`src/rtl/mvp_pkg.sv`:
```
// Shared definitions for the matrix-vector product path: sizes, operand word type
// and the stream loader state encoding.
package mvp_pkg;
  localparam int N      = 4;
  localparam int W      = 32;
  localparam int IDX_W  = $clog2(N*N);
  localparam int VIDX_W = $clog2(N);

  typedef logic [W-1:0] float_word_t;

  typedef enum logic [2:0] {
    IDLE,
    LOAD_MAT,
    LOAD_VEC,
    PRESENT,
    DRAIN
  } ld_state_t;
endpackage

```
`src/rtl/mat_vec_stream_loader.sv`:
```
// Collects a serial word stream into a 4x4 matrix plus 4-vector and presents
// them in parallel to the product unit; vector-only frames reuse the stored matrix.
module mat_vec_stream_loader
  import mvp_pkg::*;
(
  input  logic             clk,
  input  logic             rst,
  input  logic [W-1:0]     s_word,
  input  logic             s_valid,
  input  logic             s_last,
  input  logic             s_keep_matrix,
  output logic             s_ready,
  output logic [N*N*W-1:0] o_matrix,
  output logic [N*W-1:0]   o_vector,
  output logic             o_valid,
  input  logic             o_ready,
  output logic             o_frame_err
);

  ld_state_t        state, state_n;
  logic [IDX_W-1:0] idx, idx_n;
  logic             mat_loaded, mat_loaded_n;
  logic             frame_mat, frame_mat_n;  // current frame is rewriting the matrix
  logic             err_n;
  logic             mat_we, vec_we;
  logic             acc;

  assign s_ready = !rst && (state != PRESENT);
  assign o_valid = (state == PRESENT);
  assign acc     = s_valid && s_ready;

  always_comb begin
    state_n      = state;
    idx_n        = idx;
    mat_loaded_n = mat_loaded;
    frame_mat_n  = frame_mat;
    err_n        = 1'b0;
    mat_we       = 1'b0;
    vec_we       = 1'b0;
    case (state)
      IDLE: if (acc) begin
        idx_n = '0;
        if (!s_keep_matrix) begin
          mat_we       = 1'b1;
          frame_mat_n  = 1'b1;
          mat_loaded_n = 1'b0;  // restored only once all N*N elements land
          if (s_last) begin
            err_n = 1'b1;
          end else begin
            idx_n   = IDX_W'(1);
            state_n = LOAD_MAT;
          end
        end else if (mat_loaded) begin
          vec_we      = 1'b1;
          frame_mat_n = 1'b0;
          if (s_last) begin
            err_n = 1'b1;
          end else begin
            idx_n   = IDX_W'(1);
            state_n = LOAD_VEC;
          end
        end else begin
          err_n   = 1'b1;
          state_n = s_last ? IDLE : DRAIN;
        end
      end
      LOAD_MAT: if (acc) begin
        mat_we = 1'b1;
        if (s_last) begin
          err_n   = 1'b1;
          idx_n   = '0;
          state_n = IDLE;
        end else if (idx == IDX_W'(N*N-1)) begin
          mat_loaded_n = 1'b1;
          idx_n        = '0;
          state_n      = LOAD_VEC;
        end else begin
          idx_n = idx + IDX_W'(1);
        end
      end
      LOAD_VEC: if (acc) begin
        vec_we = 1'b1;
        if (idx == IDX_W'(N-1)) begin
          idx_n = '0;
          if (s_last) begin
            state_n = PRESENT;
          end else begin
            err_n   = 1'b1;
            state_n = DRAIN;
            if (frame_mat) mat_loaded_n = 1'b0;
          end
        end else if (s_last) begin
          err_n   = 1'b1;
          idx_n   = '0;
          state_n = IDLE;
          if (frame_mat) mat_loaded_n = 1'b0;
        end else begin
          idx_n = idx + IDX_W'(1);
        end
      end
      PRESENT: if (o_ready) state_n = IDLE;
      DRAIN:   if (acc && s_last) state_n = IDLE;
      default: state_n = IDLE;
    endcase
  end

  always_ff @(posedge clk or posedge rst) begin
    if (rst) begin
      state       <= IDLE;
      idx         <= '0;
      mat_loaded  <= 1'b0;
      frame_mat   <= 1'b0;
      o_frame_err <= 1'b0;
      o_matrix    <= '0;
      o_vector    <= '0;
    end else begin
      state       <= state_n;
      idx         <= idx_n;
      mat_loaded  <= mat_loaded_n;
      frame_mat   <= frame_mat_n;
      o_frame_err <= err_n;
      if (mat_we) o_matrix[int'(idx)*W +: W] <= s_word;
      if (vec_we) o_vector[int'(idx[VIDX_W-1:0])*W +: W] <= s_word;
    end
  end

endmodule

```
`config.mk`:
```
export PLATFORM = sky130hd
export DESIGN_NAME = mat_vec_stream_loader
export DESIGN_NICKNAME = d
export VERILOG_FILES = /design/src/rtl/mvp_pkg.sv /design/src/rtl/mat_vec_stream_loader.sv
export SDC_FILE = /design/constraint.sdc
export NUM_CORES = 1
export LEC_CHECK = 0
export BUFFER_PORTS_ARGS = -buffer_cell sky130_fd_sc_hd__buf_2
export CAP_MARGIN = 40
export CORE_AREA = 2 2 265 267
export CTS_CLUSTER_SIZE = 40
export DETAILED_ROUTE_END_ITERATION = 16
export DIE_AREA = 0 0 267 269
export GPL_TIMING_DRIVEN = 0
export HOLD_SLACK_MARGIN = 0.06
export PLACE_DENSITY = 0.66
export SYNTH_ARGS = -nofsm -noshare
export SYNTH_HDL_FRONTEND = slang
export SYNTH_SLANG_ARGS = --single-unit
```
`constraint.sdc`:
```
create_clock -name clk -period 18.18 [get_ports clk]
set_clock_uncertainty 0.1 [all_clocks]
set_input_delay 0.909 -clock clk [delete_from_list [all_inputs] [get_ports clk]]
set_output_delay 0.909 -clock clk [all_outputs]
set_load 0.01 [all_outputs]
```
Word-level counts from Yosys, hierarchy flattened
Cells that the tools add are included.
{"block": "word_totals", "regBits": 650, "inputBits": 38, "output_inout_bits": 643, "wordCells": 104}
{"block": "op_classes", "addsub": 3, "eq_ne": 21, "shift": 4, "mux": 59, "n_reduce_logical": 10}
{"cell": "512-bit bitwise mux", "n": 1}
{"cell": "32-bit by 33-bit variable shift with 512-bit output, first input constant", "n": 1}
{"cell": "32-bit by 33-bit indexed part select with 512-bit output", "n": 1}
{"cell": "128-bit bitwise mux", "n": 1}
{"cell": "32-bit by 33-bit variable shift with 128-bit output, first input constant", "n": 1}
{"cell": "32-bit by 33-bit indexed part select with 128-bit output", "n": 1}
{"cell": "3-bit two-way mux", "n": 15}
{"cell": "7-bit negation with 33-bit output", "n": 1}
{"cell": "9-bit negation with 33-bit output", "n": 1}
{"cell": "1-bit two-way mux", "n": 29}
{"cell": "4-bit two-way mux", "n": 7}
{"cell": "9-bit AND reduction", "n": 2}
{"cell": "3-bit != test, second input constant", "n": 5}
{"cell": "3-bit case mux with 5 select lines", "n": 1}
{"cell": "2-bit != test, second input constant", "n": 7}
{"cell": "4-bit case mux with 3 select lines", "n": 1}
{"cell": "3-bit by 2-bit equality test with 1-bit output, second input constant", "n": 2}
{"cell": "1-bit case mux with 3 select lines", "n": 2}
{"cell": "4-bit by 1-bit adder with 4-bit output, second input constant", "n": 1}
{"cell": "4-bit by 2-bit equality test with 1-bit output, second input constant", "n": 1}
{"cell": "4-bit equality test, second input constant", "n": 1}
{"cell": "2-bit by 1-bit != test with 1-bit output, second input constant", "n": 2}
{"cell": "1-bit case mux with 2 select lines", "n": 2}
{"cell": "4-bit AND reduction", "n": 1}
{"cell": "other kinds (8)", "n": 10}

Longest topological paths before layout
Gate-level depths: netlist of run 1.
{"block": "depth", "word_depth": 6, "mapped_depth": 10, "depth_no_buf": 8}

Worst setup path after synthesis of run 1
OpenSTA, ideal clock, no wires.
{"block": "synth_path", "path_type": "input to register", "from": "input port rst", "to": "register state[0]", "setup_time_ps": 125, "t_arrival_ps": 15926, "required_time_ps": 17955, "slack_ps": 2030, "path_stages": 4, "n_path_buf": 0, "path_cell_list": "inv_1 -> a311oi_1 -> nor2_1 -> mux2_2"}
{"block": "synth_between", "elab_chain_cells": 6, "elab_cells_between_ends": 9, "cone_classes": "eq/ne (4); reduce/logical (5)"}
{"item": "start, declared", "line": "mat_vec_stream_loader.sv:7", "text": "input logic rst,"}
{"item": "1-bit logical NOT (no source line) (*)"}
{"item": "1-bit logical AND (*)", "line": "mat_vec_stream_loader.sv:28", "text": "assign s_ready = !rst && (state != PRESENT);"}
{"item": "1-bit logical AND (*)", "line": "mat_vec_stream_loader.sv:30", "text": "assign acc = s_valid && s_ready;"}
{"item": "1-bit logical AND", "line": "mat_vec_stream_loader.sv:102", "text": "DRAIN: if (acc && s_last) state_n = IDLE;"}
{"item": "2-bit != test (no source line)"}
{"item": "9-bit AND reduction (no source line) (*)"}
{"item": "end signal, assigned", "line": "mat_vec_stream_loader.sv:117", "text": "state <= state_n;"}
{"item": "end, declared", "line": "mat_vec_stream_loader.sv:20", "text": "ld_state_t state, state_n;"}
Mark *: on every way between the ends. The rest lies on a longest branch, timed or not.
A chain may end at the register's enable or synchronous reset.

Worst setup path in the final report of run 1
{"block": "layout_path", "from": "register idx[0]", "to": "register o_matrix[381]"}
{"block": "layout_between", "elab_chain_cells": 3, "elab_cells_between_ends": 4, "cone_classes": "add/sub (1); shift (2); mux (1)"}
{"item": "start, declared", "line": "mat_vec_stream_loader.sv:21", "text": "logic [IDX_W-1:0] idx, idx_n;"}
{"item": "start signal, assigned", "line": "mat_vec_stream_loader.sv:118", "text": "idx <= idx_n;"}
{"item": "9-bit negation with 33-bit output (*)", "line": "mat_vec_stream_loader.sv:122", "text": "if (mat_we) o_matrix[int'(idx)*W +: W] <= s_word;"}
{"item": "32-bit by 33-bit indexed part select with 512-bit output / 32-bit by 33-bit variable shift with 512-bit output (equally long branches)", "line": "mat_vec_stream_loader.sv:122"}
{"item": "512-bit bitwise mux (*)", "line": "mat_vec_stream_loader.sv:122"}
{"item": "end signal, assigned by index", "line": "mat_vec_stream_loader.sv:122"}
{"item": "end, declared", "line": "mat_vec_stream_loader.sv:13", "text": "output logic [N*N*W-1:0] o_matrix,"}
Marks and branches as above.

==> results.json, run 1 <==
{
  "status": "complete, no violations",
  "syn_avg_cell_area_um2": 11.0,
  "layout_common_cells": "buf_2 (686), dfrtp_1 (650), inv_1 (387), nand2_1 (289), mux2i_1 (252)",
  "drv_cap": 0,
  "min_period_ps": 4070,
  "multiInputGateArea_mm2": 0.00933,
  "synth-seq-area-share_pct": 58.1,
  "wl_met2_um": 46400,
  "netlist_instances": 2541,
  "final_max_slew_viol_count": 0,
  "slew_headroom_pct": 39.9,
  "fmax_ghz": 0.246,
  "initial_core_util_pct": 40.4,
  "synth_async_sr_flop_share_pct": 100,
  "dieArea_mm2": 0.0718,
  "hpwl_um": 70400,
  "postSynthNetCount": 2588,
  "tightest_slew_ps": 894,
  "setup-tns-final_ps": 0,
  "numCtsBuffers": 72,
  "clock_path_buffers": 3,
  "route.top_layer_used": "met4",
  "cts_sinks": 650,
  "crit_path_end_kind": "flip-flop",
  "vias": 21504,
  "crit_slowest_cell": "nand4_1",
  "num_antenna_cells": 0,
  "rsz0062_at_grt": "false",
  "die_h_um": 269,
  "wl_met1_um": 39100,
  "clock_latency_ps": 590,
  "min_period_over_period_pct": 22.4,
  "dr_wl_met3_um": 6740,
  "route.detailed.drc": 0,
  "die_x_um": 267,
  "worstSetupStartpointType": "flip-flop",
  "critPathMaxStageDelay_ps": 770,
  "htree_num_levels": 3,
  "worstPathMaxFanout": 10,
  "root_buffer": "clkbuf_16",
  "via_per_inst": 5.00,
  "grt_pass1_vias": 21161,
  "drive_gt1_share_pct": 33.8,
  "mostFrequentLayoutCell": "buf_2",
  "rows": 97,
  "ys_types": 58,
  "io_pins": 681,
  "power_density_mw_per_mm2": 152,
  "firstDrtPassIters": 5,
  "crit_arrival_ps": 4450,
  "path_delay_family": "buffers and inverters",
  "syn2layout_area_growth_pct": 26.8,
  "clkTransAtPathRegs_ps": 60,
  "dr.first_iter.drc_count": 1639,
  "yosys_register_bits": 650,
  "port_buffers": 648,
  "critPathKind": "reg2reg",
  "detail-route-antenna-nets": 0,
  "route.detailed.wl_per_inst_um": 22.2,
  "yosys_warnings": 0,
  "hold_ws_ps": 397,
  "synth_edf_count": 0,
  "grt_pass1_wl_um": 139000,
  "irDropWorstVdd_mv": 0.0795,
  "hp-class": "reg2reg",
  "grt_antenna_before_repair": 0,
  "place_congestion": 0.826,
  "grtUsageTotal_pct": 25.9,
  "wl_um": 95400,
  "cpMostUsedCell": "buf_2",
  "cp_num_buf_inv": 5,
  "num-fill-cells": 6256,
  "grt-ovfl-total": 0,
  "critPathRequiredTime_ps": 18560,
  "cts_hold_repair.buffers": 0,
  "synth_area_mm2": 0.0280,
  "p_leak_nw": 18.1,
  "cts_setup_buffers": 0,
  "core_area_mm2": 0.0693,
  "synthFlopType": "dfrtp_1",
  "hold_viol": 0,
  "cts_tree": "done",
  "ff_latch_area_mm2": 0.0163,
  "fin_nets": 3363,
  "cp_cell_sequence": "buf_2, inv_1, ha_1, buf_6, xnor2_1, clkbuf_1, nand4_1, buf_2, mux2_2",
  "final-setup-viol-count": 0,
  "cts_resized": 0,
  "grt_start_max_net_pins": 39
}
==> cells by family (layout without fill, tap and decap cells) <==
| kind of cell | count (synthesis) | in the layout | share of synthesized area, % |
|---|---|---|---|
| simple gates | 575 | 575 | 10.1 |
| flops | 650 | 650 | 58.1 |
| mux | 482 | 482 | 18.3 |
| buf+inv | 597 | 1419 | 8.72 |
| compound gates | 225 | 225 | 4.30 |
| xor+xnor | 3 | 3 | 0.0939 |
| fa+ha+maj | 9 | 9 | 0.402 |
==> report_power, final <==
part	leakage [nW]	total, mW	internal (mW)	switching [mW]
registers	7.58	2.16	1.91	0.253
clock network	1.12	1.44	0.841	0.600
logic	9.43	1.81	0.666	1.14
==> area by class of cell <==
class	instances	share of cell area, %
Sequential cell	650	45.8
Multi-Input combinational cell	1294	26.3
Timing Repair Buffer	701	11.3
Clock buffer	97	5.62
Inverter	389	4.12
Tap cell	940	3.31
Buffer	208	2.76
Clock inverter	24	0.790
==> sequential cells by signal, indices dropped and copies added (netlist names) <==
signal,cells
mat_loaded,1
o_frame_err,1
idx,4
state,3
o_matrix,512
o_vector,128
frame_mat,1
==> Yosys cell counts, types with 6 or more instances <==
cell	instances	area share, %
dfrtp_1	650	58
inv_1	388	5.2
nand2_1	289	3.9
mux2i_1	252	9.0
mux2_2	230	9.3
o21ai_0	159	2.8
clkbuf_1	139	1.9
nand3_1	130	2.3
o21ai_1	42	0.75
and3_1	39	0.87
buf_2	38	0.68
and2_0	20	0.45
nor2_1	18	0.24
buf_6	17	0.68
and2_1	16	0.36
ha_1	9	0.40
clkbuf_2	8	0.14
nand4_1	8	0.18
nor4_1	8	0.18
nor3_1	7	0.13
nor4_4	7	0.53
nand2b_1	6	0.13
==> through the flow <==
stage	utilization, %	total power, mW	area [um^2]	setup WS, ps	instances
6_report	51.2	5.41	35500	14110	4303
5_1_grt	51.2	5.70	35500	13930	4303
4_1_cts	51.2	5.44	35500	14100	4303
3_5_place_dp	47.9	3.99	33200	14110	4182
3_3_place_gp	46.8	3.93	32400	1070	4129
2_1_floorplan	-	3.09	28000	6260	2541
==> worst paths after layout <==
kind                          startpoint       endpoint  slack, ps  depth (start not counted)
hold / removal             o_matrix[288]  o_matrix[288]        400                          1
hold reg to reg            o_matrix[288]  o_matrix[288]        400                          1
setup reg to reg                  idx[0]  o_matrix[381]      14110                          9
min in group asynchronous            rst       state[0]        410                          2
setup / recovery                  idx[0]  o_matrix[381]      14110                          9
max in group asynchronous            rst  o_matrix[426]      16040                          7
==> metal layers <==
metal,vias up,track usage [%]
li1,9732,-
met1,10824,32.7
met2,770,43.5
met3,178,6.49
met4,0,8.88
met5,-,0
Note: power is estimated with default switching activity, not from simulation.
==> inputs of run 2 (changes only) <==
--- a/config.mk
+++ b/config.mk
@@ -5,12 +5,13 @@
 export SDC_FILE = /design/constraint.sdc
 export NUM_CORES = 1
 export LEC_CHECK = 0
+export ABC_AREA = 1
 export BUFFER_PORTS_ARGS = -buffer_cell sky130_fd_sc_hd__buf_2
 export CAP_MARGIN = 40
-export CORE_AREA = 2 2 265 267
+export CORE_AREA = 2 2 269 271
 export CTS_CLUSTER_SIZE = 40
 export DETAILED_ROUTE_END_ITERATION = 16
-export DIE_AREA = 0 0 267 269
+export DIE_AREA = 0 0 271 273
 export GPL_TIMING_DRIVEN = 0
 export HOLD_SLACK_MARGIN = 0.06
 export PLACE_DENSITY = 0.66
==> constraint.sdc (replaced) <==
create_clock -name clk -period 3.4 [get_ports clk]
set_clock_uncertainty 0.1 [all_clocks]
set_input_delay 0.17 -clock clk [delete_from_list [all_inputs] [get_ports clk]]
set_output_delay 0.17 -clock clk [all_outputs]
set_load 0.01 [all_outputs]
==> run 2 against run 1 <==
  * Sequential power rose to 4.2 times the previous value
  * Sequential share of layout area down 2.3 points
  * Largest power group is now combinational logic
  * Die area rose by 3.0%
  * Final cell count up 28%
  * Combinational power grew to 6.7 times the previous value
  * Synthesized cell count is 45% higher
  * Via count increased by 34%
  * Critical path depth is 5 higher
  * Power increased to 5.4 times the previous value
  * Critical path type unchanged
  * Global-route usage increased by 6.7 points
  * Final area increased by 5.4%
==> results.json, run 2 <==
{
  "synth_simple_gate_area_share_pct": 33.1,
  "hold_ws_ps": 107,
  "synth.most_common_cell": "nand2_1",
  "irDropWorstVdd_mv": 0.442,
  "place_congestion": 0.903,
  "grt_pass1_vias": 27312,
  "yosys_warnings": 0,
  "seq_power_share_pct": 31.5,
  "die_h_um": 273,
  "critPathKind": "reg2reg",
  "biggestRegsByFlops": "o_matrix x512, o_vector x128, idx x4",
  "htree_num_levels": 3,
  "synth-seq-area-share_pct": 56.4,
  "hp-class": "in2async",
  "cts_tree": "done",
  "cts_sinks": 650,
  "yosys.area.top_type": "dfrtp_1",
  "ys_types": 27,
  "synth_async_sr_flop_share_pct": 100,
  "grt_start_max_net_pins": 39,
  "critPathRequiredTime_ps": 3820,
  "die_x_um": 271,
  "root_buffer": "clkbuf_16",
  "detail-route-antenna-nets": 0,
  "netlist_instances": 3672,
  "dr.first_iter.drc_count": 2524,
  "hpwl_um": 94400,
  "drv_cap": 0,
  "cp_cell_sequence": "inv_1, clkbuf_2, buf_4, buf_4, ha_2, buf_2, inv_2, nand2_2, clkbuf_2, nor2_1, nand2_1, nor2_1, nand2_1, o21ai_0",
  "synth_common_cells": "nand2_1 (1,672), dfrtp_1 (650), nor2_1 (293), nand3_1 (209), o21ai_0 (169)",
  "core_area_mm2": 0.0710,
  "numCtsBuffers": 73,
  "layout_common_cells": "nand2_1 (1,664), buf_2 (754), dfrtp_1 (649), nor2_1 (275), nand3_1 (204)",
  "rows": 98,
  "via_per_inst": 5.21,
  "route.detailed.drc": 0,
  "critPathMaxStageDelay_ps": 420,
  "worstSetupStartpointType": "flip-flop",
  "p_int_mw": 16.0,
  "synthMuxAreaShare_pct": 0,
  "grt-ovfl-total": 0,
  "synthAdderAreaFrac_pct": 0.390,
  "yosys.area.top_type_share_pct": 56.4,
  "clock_path_buffers": 3,
  "clkTransAtPathRegs_ps": 60,
  "crit_slowest_cell": "dfrtp_2",
  "route.detailed.wl_per_inst_um": 22.4,
  "grt_pass1_wl_um": 180000,
  "mostFrequentLayoutCell": "nand2_1",
  "power.switching_mw": 13.0,
  "crit_path_end_kind": "flip-flop",
  "final_area_mm2": 0.0374,
  "slew_headroom_pct": 40.6,
  "dieArea_mm2": 0.0740,
  "place_area_mm2": 0.0343,
  "final_max_slew_viol_count": 0,
  "clock_latency_ps": 620,
  "wl_um": 124000,
  "synth_edf_count": 0,
  "status": "complete, no violations",
  "path_delay_family": "buffers and inverters",
  "min_period_ps": 3270,
  "sw_frac_of_total_pct": 44.8,
  "syn_avg_cell_area_um2": 7.86,
  "synth_xor_area_share_pct": 0,
  "num_antenna_cells": 0,
  "synthFlopType": "dfrtp_1",
  "power_density_mw_per_mm2": 776,
  "crit_arrival_ps": 3690,
  "io_pins": 681,
  "cp_num_buf_inv": 7,
  "largest_reg_flops": 512,
  "synth_compound_area_share_pct": 4.14,
  "vias": 28750,
  "syn2layout_area_growth_pct": 29.6,
  "worstPathMaxFanout": 11,
  "yosys_register_bits": 650,
  "hold_viol": 0,
  "p_clk_share_pct": 26.8,
  "tightest_slew_ps": 884,
  "min_period_over_period_pct": 96.2,
  "p_leak_nw": 21.5,
  "initial_core_util_pct": 40.7,
  "largest-register": "o_matrix",
  "rr_worst_depth": 14,
  "cp_num_cells": 14,
  "fmax_ghz": 0.306,
  "combinationalPowerShare_pct": 41.7,
  "grtUsageTotal_pct": 32.6,
  "rsz0062_at_grt": "true",
  "port_buffers": 680,
  "postSynthNetCount": 3719,
  "drive_gt1_share_pct": 24.2,
  "fin_nets": 4565,
  "synth_area_leaders": "dfrtp_1 (56%), nand2_1 (22%), nor2_1 (3.8%)",
  "synth_area_mm2": 0.0289,
  "firstDrtPassIters": 5,
  "grt_antenna_before_repair": 1,
  "synth_top_family_by_area": "simple AND/OR/NAND/NOR gates",
  "final-setup-viol-count": 0
}
-- run 2: kinds of logic after synthesis --
group,after synthesis
buf+inv,419
fa+ha+maj,9
flops,650
compound gates,237
simple gates,2357
-- run 2: metrics by stage --
stage | TNS [ps] | utilization (%) | cells | total power [mW] | setup WS (ps)
2_1_floorplan | -8959900 | - | 3672 | 15.6 | -8040
4_1_cts | -91.2 | 52.5 | 5514 | 28.7 | -29.5
3_3_place_gp | - | 47.5 | 5302 | 20.3 | -14420
3_5_place_dp | -412310 | 48.3 | 5342 | 20.6 | -1020
6_report | 0 | 52.7 | 5518 | 29.0 | 129
5_1_grt | -376 | 52.7 | 5518 | 30.4 | -53.1
-- run 2: final timing paths --
path | from | to | slack (ps)
max | idx[0] | o_matrix[408] | 130
min | rst | o_matrix[125] | 110
max reg2reg | idx[0] | o_matrix[408] | 130
min reg2reg | o_matrix[416] | o_matrix[416] | 370
max in group asynchronous | rst | o_vector[88] | 1260
min in group clk | o_matrix[416] | o_matrix[416] | 370
-- run 2: per-layer routing --
layer,global-route usage [%],vias up,share of wire [%]
li1,-,13201,-
met1,42.7,13964,41
met2,51.2,1285,46
met3,8.66,298,8.9
met4,14.1,2,4.9
met5,0,-,0.015
-- run 2: area by class of cell --
class	count	area (um^2)
Clock buffer	108	2110
Sequential cell	650	16300
Tap cell	950	1190
Multi-Input combinational cell	2603	11100
Fill cell	6860	33600
Buffer	248	1450
Inverter	170	653
Clock inverter	17	164
Timing Repair Buffer	772	4480
-- run 2: power by group through the flow --
| stage | combinational [mW] | clock (mW) | sequential, mW |
|---|---|---|---|
| 6_report | 12.1 | 7.78 | 9.15 |
| 5_1_grt | 13.0 | 8.17 | 9.22 |
| 4_1_cts | 11.8 | 7.85 | 9.14 |
| 3_5_place_dp | 11.4 | 0 | 9.26 |
| 3_3_place_gp | 11.0 | 0 | 9.28 |
| 2_1_floorplan | 6.03 | 0 | 9.57 |
-- run 2: tightest hold or removal path: stages --
cell           delay (ps)
dlygate4sd3_1         550
buf_2                 140
clkinvlp_4            430
-- run 2: repair_timing --
action,in CTS,in global routing
setup buffers,8,3
hold buffers,40,0
endpoints found under the setup margin,639,557
pin swaps,4,2
endpoints found under the hold margin,322,0
gates resized for setup,80,51
